### src/rtl/dff_shift_bank_async.sv
// Parameterised bank of DEPTH registers of WIDTH bits supporting hold, shift,
// broadcast load and rotate, with an occupancy count and asynchronous reset.
module dff_shift_bank_async #(
  parameter int                WIDTH     = 8,
  parameter int                DEPTH     = 4,
  parameter logic [WIDTH-1:0]  RESET_VAL = '0,
  parameter logic [WIDTH-1:0]  SET_VAL   = '1
) (
  input  logic                         clk,
  input  logic                         async_reset,
  input  logic                         sync_reset,
  input  logic                         sync_set,
  input  logic                         en,
  input  logic [1:0]                   mode,
  input  logic [WIDTH-1:0]             d,
  output logic [WIDTH-1:0]             q_out,
  output logic [WIDTH*DEPTH-1:0]       q_all,
  output logic [$clog2(DEPTH+1)-1:0]   fill,
  output logic                         full
);

  localparam int FILL_W = $clog2(DEPTH+1);
  localparam logic [FILL_W-1:0] FILL_MAX = FILL_W'(DEPTH);

  localparam logic [1:0] MODE_HOLD   = 2'b00;
  localparam logic [1:0] MODE_SHIFT  = 2'b01;
  localparam logic [1:0] MODE_LOAD   = 2'b10;
  localparam logic [1:0] MODE_ROTATE = 2'b11;

  logic [WIDTH-1:0]  stage     [DEPTH];
  logic [WIDTH-1:0]  stage_nxt [DEPTH];
  logic [FILL_W-1:0] fill_reg;
  logic [FILL_W-1:0] fill_nxt;

  // Occupancy count stops at DEPTH; the oldest entry is simply overwritten.
  function automatic logic [FILL_W-1:0] sat_inc(input logic [FILL_W-1:0] v);
    return (v == FILL_MAX) ? v : v + 1'b1;
  endfunction

  always_comb begin
    stage_nxt = stage;
    fill_nxt  = fill_reg;
    if (sync_reset) begin
      for (int i = 0; i < DEPTH; i++) stage_nxt[i] = RESET_VAL;
      fill_nxt = '0;
    end else if (sync_set) begin
      for (int i = 0; i < DEPTH; i++) stage_nxt[i] = SET_VAL;
      fill_nxt = FILL_MAX;
    end else if (en) begin
      case (mode)
        MODE_HOLD: begin
          stage_nxt = stage;
        end
        MODE_SHIFT: begin
          stage_nxt[0] = d;
          for (int i = 1; i < DEPTH; i++) stage_nxt[i] = stage[i-1];
          fill_nxt = sat_inc(fill_reg);
        end
        MODE_LOAD: begin
          for (int i = 0; i < DEPTH; i++) stage_nxt[i] = d;
          fill_nxt = FILL_MAX;
        end
        MODE_ROTATE: begin
          stage_nxt[0] = stage[DEPTH-1];
          for (int i = 1; i < DEPTH; i++) stage_nxt[i] = stage[i-1];
        end
        default: begin
          stage_nxt = stage;
        end
      endcase
    end
  end

  // Register stage: reset overrides any clock edge while it is held high.
  always_ff @(posedge clk or posedge async_reset) begin
    if (async_reset) begin
      for (int i = 0; i < DEPTH; i++) stage[i] <= RESET_VAL;
      fill_reg <= '0;
    end else begin
      for (int i = 0; i < DEPTH; i++) stage[i] <= stage_nxt[i];
      fill_reg <= fill_nxt;
    end
  end

  for (genvar g = 0; g < DEPTH; g++) begin : g_pack
    assign q_all[g*WIDTH +: WIDTH] = stage[g];
  end

  assign q_out = stage[DEPTH-1];
  assign fill  = fill_reg;
  assign full  = (fill_reg == FILL_MAX);

endmodule

### config.mk
export PLATFORM = sky130hd
export DESIGN_NAME = dff_shift_bank_async
export DESIGN_NICKNAME = d
export VERILOG_FILES = /design/src/rtl/dff_shift_bank_async.sv
export SDC_FILE = /design/constraint.sdc
export NUM_CORES = 1
export LEC_CHECK = 0
export CAP_MARGIN = 20
export CORE_MARGIN = 2
export CORE_UTILIZATION = 25
export DETAILED_ROUTE_END_ITERATION = 16
export SLEW_MARGIN = 20
export SYNTH_ARGS = -nofsm -noshare
export SYNTH_HDL_FRONTEND = slang
export SYNTH_SLANG_ARGS = --single-unit
export TNS_END_PERCENT = 5
### constraint.sdc
create_clock -name clk -period 4.3 [get_ports clk]
set_input_delay 0.86 -clock clk [delete_from_list [all_inputs] [get_ports clk]]
set_output_delay 0.86 -clock clk [all_outputs]
set_load 0.01 [all_outputs]
# Word level (Yosys, flattened, before mapping)
# Cells that the tools add are included.
[word_totals]
register_bits = 35
in_bits = 15
out_inout_bits = 44
wordCells = 26
[op_classes]
add_sub_neg = 1
eq_ne = 6
mux = 9
reduce_logical = 5
[op_table]
columns = ["operator", "count"]
rows = [
  ["2-to-1 mux 32 bit", 3],
  ["one-hot mux 32 bit (3 select lines)", 1],
  ["2-to-1 mux 3 bit", 4],
  ["one-hot mux 3 bit (2 select lines)", 1],
  ["equality test 2 bit, second input constant", 2],
  ["inequality test 4 bit, second input constant", 1],
  ["nonzero test 4 bit", 1],
  ["adder 3 x 1 -> 3 bit, second input constant", 1],
  ["equality test 3 bit, second input constant", 1],
  ["inequality test 3 bit, second input constant", 1],
  ["AND reduction 3 bit", 1],
  ["nonzero test 3 bit", 1],
  ["equality test 2 x 1 -> 1 bit, second input constant", 1],
  ["zero test 2 bit", 1],
  ["AND reduction 2 bit", 1],
]

# Logic depth before layout (Yosys ltp)
[logic_depth]
ltp_word = 6
depth_mapped = 8
depth_no_buf = 5

# Worst setup path before layout
# Ideal clock, no wire load.
[synth_path]
path_kind = "input port to flip-flop"
start = "in mode[0]"
end = "reg fill_reg[1] (netlist: fill[1])"
setup_time_ns = 0.078
t_arrival_ns = 2.032
t_required_ns = 4.222
slack_ns = 2.190
path_stages = 5
n_path_buf = 0
cell_sequence = "inv_1 -> ha_1 -> nand2_1 -> or4b_2 -> a21oi_1"
[synth_between]
elab_chain_len = 5
word_cells_on_any_way = 9
cone_classes = "eq/ne (3); mux (4); reduce/logical (2)"
[synth_lines]
columns = ["item", "line", "source"]
rows = [
  ["start, declared", "14", "input logic [1:0] mode,"],
  ["equality test 2 bit / equality test 2 x 1 -> 1 bit (equally long branches)", "50", "case (mode)"],
  ["one-hot mux 3 bit (2 select lines)", "50", ""],
  ["2-to-1 mux 3 bit", "49", "end else if (en) begin"],
  ["2-to-1 mux 3 bit", "46", "end else if (sync_set) begin"],
  ["2-to-1 mux 3 bit", "43", "if (sync_reset) begin"],
  ["end signal, assigned", "81", "fill_reg <= fill_nxt;"],
  ["end, declared", "32", "logic [FILL_W-1:0] fill_reg;"],
]
# Several ways; a longest one is shown, not always the timed one. The select of a mux whose other input is x is not followed.
# A chain may end at the register's enable or synchronous reset.

# Worst setup path in the final report
[layout_path]
start = "in mode[1]"
end = "reg stage (netlist bit q_all[9])"
[layout_between]
elab_chain_len = 5
word_cells_on_any_way = 10
cone_classes = "eq/ne (4); mux (4); reduce/logical (2)"
[layout_lines]
columns = ["item", "line", "source"]
rows = [
  ["equality test 2 bit / equality test 2 x 1 -> 1 bit (equally long branches)", "50", ""],
  ["one-hot mux 32 bit (3 select lines)", "50", ""],
  ["2-to-1 mux 32 bit", "49", ""],
  ["2-to-1 mux 32 bit", "46", ""],
  ["2-to-1 mux 32 bit", "43", ""],
  ["end, declared", "30", "logic [WIDTH-1:0] stage [DEPTH];"],
]
# Several ways; a longest one is shown, not always the timed one. The select of a mux whose other input is x is not followed.

==> insert_results.sql <==
INSERT INTO impl_metrics (metric_group, metric, value, unit) VALUES
('placement', 'dpl.cell_count', '341', ''),
('setup_path', 'worst_ep_required_time', '4.48', 'ns'),
('synth', 'ys.flop_type', 'sky130_fd_sc_hd__dfrtp_1', ''),
('placement', 'gp_congestion', '0.759', ''),
('setup_path', 'cp_cell_sequence', 'clkdlybuf4s50_1 -> ha_1 -> nand2b_1 -> nand2_1 -> a311oi_1', ''),
('drt', 'drt_first_pass_iters', '4', ''),
('run_status', 'outcome', 'finished clean', ''),
('synth', 'synth.net_count', '231', ''),
('sta', 'tightestPinTransition', '0.842', 'ns'),
('die', 'die_h', '91.7', 'um'),
('hold_path', 'class_of_the_tightest_hold_or_removal_check', 'flip-flop to flip-flop', ''),
('sta', 'final_period_minus_worst_setup_slack', '2.83', 'ns'),
('sta', 'drv_slew', '0', ''),
('synth', 'number_of_warnings_printed_during_yosys_synthesis', '0', ''),
('die', 'design.portCount', '59', ''),
('drt', 'total_drc_errors_in_the_routed_layout', '0', ''),
('setup_path', 'timing.critical_path.from', 'mode[1]', ''),
('setup_path', 'path_depth', '5', ''),
('pwr', 'worst_ir_drop_vdd', '0.127', 'mV'),
('drt', 'drt_iter0_drc', '138', ''),
('die', 'horizontal_extent_of_the_die', '91.7', 'um'),
('synth', 'synth_largest_type_area_fraction', '0.455', ''),
('global_routing', 'grt_first_pass_wirelength', '9.00', 'mm'),
('layout', 'largest_reg_flops', '24', ''),
('synth', 'synth_most_common_cell', 'sky130_fd_sc_hd__nand2_1', ''),
('setup_path', 'critical-path-slowest-cell', 'sky130_fd_sc_hd__nand2b_1', ''),
('synth', 'synth.area.top_cells', 'sky130_fd_sc_hd__dfrtp_1 (46%), sky130_fd_sc_hd__a311oi_1 (15%), sky130_fd_sc_hd__nor3_1 (8.3%)', ''),
('clock_network', 'ctsRootBufferMaster', 'sky130_fd_sc_hd__clkbuf_8', ''),
('setup_path', 'critical_path.endpoint', 'q_all[9]$_DFFE_PP0P_', ''),
('global_routing', 'globalRoute.totalOverflow', '0', ''),
('die', 'die_area', '8420', 'um^2'),
('drt', 'antenna_violating_nets_post_route', '0', ''),
('placement', 'io_buffers', '58', ''),
('sta', 'fin_worst_skew', '0.00181', 'ns'),
('sta', 'setup-tns-final', '0', 'ns'),
('synth', 'postSynthRegisterBits', '35', ''),
('layout', 'antennaDiodeCount', '0', ''),
('setup_path', 'reg2reg_setup_slack', '2.59', 'ns'),
('synth', 'synth_enable_flop_cells', '0', ''),
('setup_path', 'crit_buf_inv', '1', ''),
('sta', 'timing.final.setup_violations', '0', ''),
('setup_path', 'crit_path_max_fanout', '24', ''),
('sta', 'min_period_over_period', '0.659', ''),
('clock_network', 'post_cts.repair.setup_buffers', '0', ''),
('setup_path', 'critical_path.max_stage_delay', '0.72', 'ns'),
('run', 'timing.max_cap.violations', '0', ''),
('die', 'fp.coreArea', '7370', 'um^2'),
('placement', 'place_hpwl', '3.63', 'mm'),
('sta', 'setup_ws', '1.47', 'ns'),
('clock_network', 'cts_hold_buf', '0', ''),
('die', 'initial_utilization', '0.261', ''),
('clock_network', 'clk_pin_slew_worst_paths', '0.07', 'ns'),
('setup_path', 'timing.reg2reg.worst_path_depth', '5', ''),
('synth', 'syn_area_per_cell', '9.21', 'um^2'),
('clock_network', 'sinks_on_clock_net', '35', ''),
('drt', 'drt_wl_total', '5.43', 'mm'),
('setup_path', 'regToRegStartpoint', 'fill[0]$_DFFE_PP0P_', ''),
('die', 'placement_row_count', '31', ''),
('setup_path', 'worst-setup-path-type', 'input port to flip-flop', ''),
('synth', 'synthesis.area', '1920', 'um^2'),
('global_routing', 'maximum_number_of_pins_on_one_net_before_global_route_repair', '36', ''),
('placement', 'dp_slack', '1.15', 'ns'),
('layout', 'share_of_layout_cells_above_drive_strength_1', '0.0560', ''),
('clock_network', 'worst_skew_pair.late_latency', '0.28', 'ns'),
('global_routing', 'antenna_found_initial', '0', ''),
('sta', 'slew_headroom', '0.439', ''),
('setup_path', 'cp-start-kind', 'input port', ''),
('layout', 'nets', '271', ''),
('drt', 'route.detailed.wl_per_inst', '15.6', 'um'),
('drt', 'vias', '1757', ''),
('synth', 'synth-async-reset-ratio', '1.00', '');
==> report_power, final <==
group          switching (mW)  internal (mW)
Sequential             0.0277          0.357
Clock                   0.119          0.188
Combinational          0.0983          0.101
==> stage by stage <==
step / area (um^2) / hold slack, ns
floorplan: 1920 / 0.587
global placement: 2480 / 0.568
detailed placement: 2480 / 0.571
CTS: 2600 / 0.585
global route: 2600 / 0.609
finish: 2600 / 0.580
==> final cells by class <==
| type | count | area, um^2 |
|---|---|---|
| Sequential cell | 35 | 876 |
| Multi-Input combinational cell | 140 | 856 |
| Tap cell | 99 | 124 |
| Timing Repair Buffer | 62 | 611 |
| Clock inverter | 2 | 35.0 |
| Clock buffer | 6 | 82.6 |
| Inverter | 5 | 18.8 |
| Fill cell | 765 | 4770 |
==> worst min path at each step <==
stage                                from               endpoint  depth (start not counted)
floorplan           q_all[21]$_DFFE_PP0P_   q_out[5]$_DFFE_PP0P_                          2
global placement     q_all[8]$_DFFE_PP0P_  q_all[16]$_DFFE_PP0P_                          2
detailed placement  q_all[16]$_DFFE_PP0P_   q_out[0]$_DFFE_PP0P_                          2
CTS                 q_all[16]$_DFFE_PP0P_   q_out[0]$_DFFE_PP0P_                          2
global route         q_all[9]$_DFFE_PP0P_  q_all[17]$_DFFE_PP0P_                          2
finish              q_all[16]$_DFFE_PP0P_   q_out[0]$_DFFE_PP0P_                          2
==> kinds of logic after synthesis <==
group / after synthesis / share of synthesized area
adder cells (fa/ha/maj): 7 / 0.0455
AO/OA/AOI/OAI: 49 / 0.196
AND/OR/NAND/NOR: 84 / 0.202
flip-flops: 35 / 0.455
buffers and inverters: 34 / 0.101
==> cell usage in the layout, fill, tap and decap left out <==
master / netlist / routed
sky130_fd_sc_hd__a21oi_1: 11 / 11
sky130_fd_sc_hd__a221oi_1: 1 / 1
sky130_fd_sc_hd__a311oi_1: 32 / 32
sky130_fd_sc_hd__and2_1: 1 / 1
sky130_fd_sc_hd__and3_1: 1 / 1
sky130_fd_sc_hd__buf_4: 8 / 4
sky130_fd_sc_hd__bufinv_16: 0 / 1
sky130_fd_sc_hd__clkbuf_8: 0 / 6
sky130_fd_sc_hd__clkdlybuf4s50_1: 0 / 58
sky130_fd_sc_hd__clkinv_2: 0 / 1
sky130_fd_sc_hd__dfrtp_1: 35 / 35
sky130_fd_sc_hd__ha_1: 7 / 7
sky130_fd_sc_hd__inv_1: 5 / 5
sky130_fd_sc_hd__nand2_1: 41 / 41
sky130_fd_sc_hd__nand2b_1: 1 / 1
sky130_fd_sc_hd__nor2_1: 1 / 1
sky130_fd_sc_hd__nor2b_1: 2 / 1
sky130_fd_sc_hd__nor2b_2: 0 / 1
sky130_fd_sc_hd__nor3_1: 32 / 32
sky130_fd_sc_hd__nor4bb_1: 1 / 1
sky130_fd_sc_hd__o211ai_1: 1 / 1
sky130_fd_sc_hd__o21a_1: 1 / 1
sky130_fd_sc_hd__o21ai_0: 2 / 2
sky130_fd_sc_hd__o21bai_1: 1 / 1
sky130_fd_sc_hd__or2_1: 2 / 2
sky130_fd_sc_hd__or4_1: 1 / 1
sky130_fd_sc_hd__or4b_2: 1 / 1
==> layer usage <==
layer | up-vias | wire length, um | part of all wire | track usage
li1 | 844 | - | - | -
met1 | 829 | 2690 | 0.49 | 0.188
met2 | 77 | 2380 | 0.44 | 0.203
met3 | 7 | 306 | 0.056 | 0.0320
met4 | 0 | 61 | 0.011 | 0.0373
met5 | - | 0 | 0 | 0
==> worst register-to-register path: stages (launching register included) <==
cell and delay, ns:
sky130_fd_sc_hd__dfrtp_1 0.41, sky130_fd_sc_hd__inv_1 0.06, sky130_fd_sc_hd__ha_1 0.21, sky130_fd_sc_hd__and3_1 0.19
sky130_fd_sc_hd__or4b_2 0.60, sky130_fd_sc_hd__a21oi_1 0.16
Note: power is estimated with default switching activity, not from simulation.
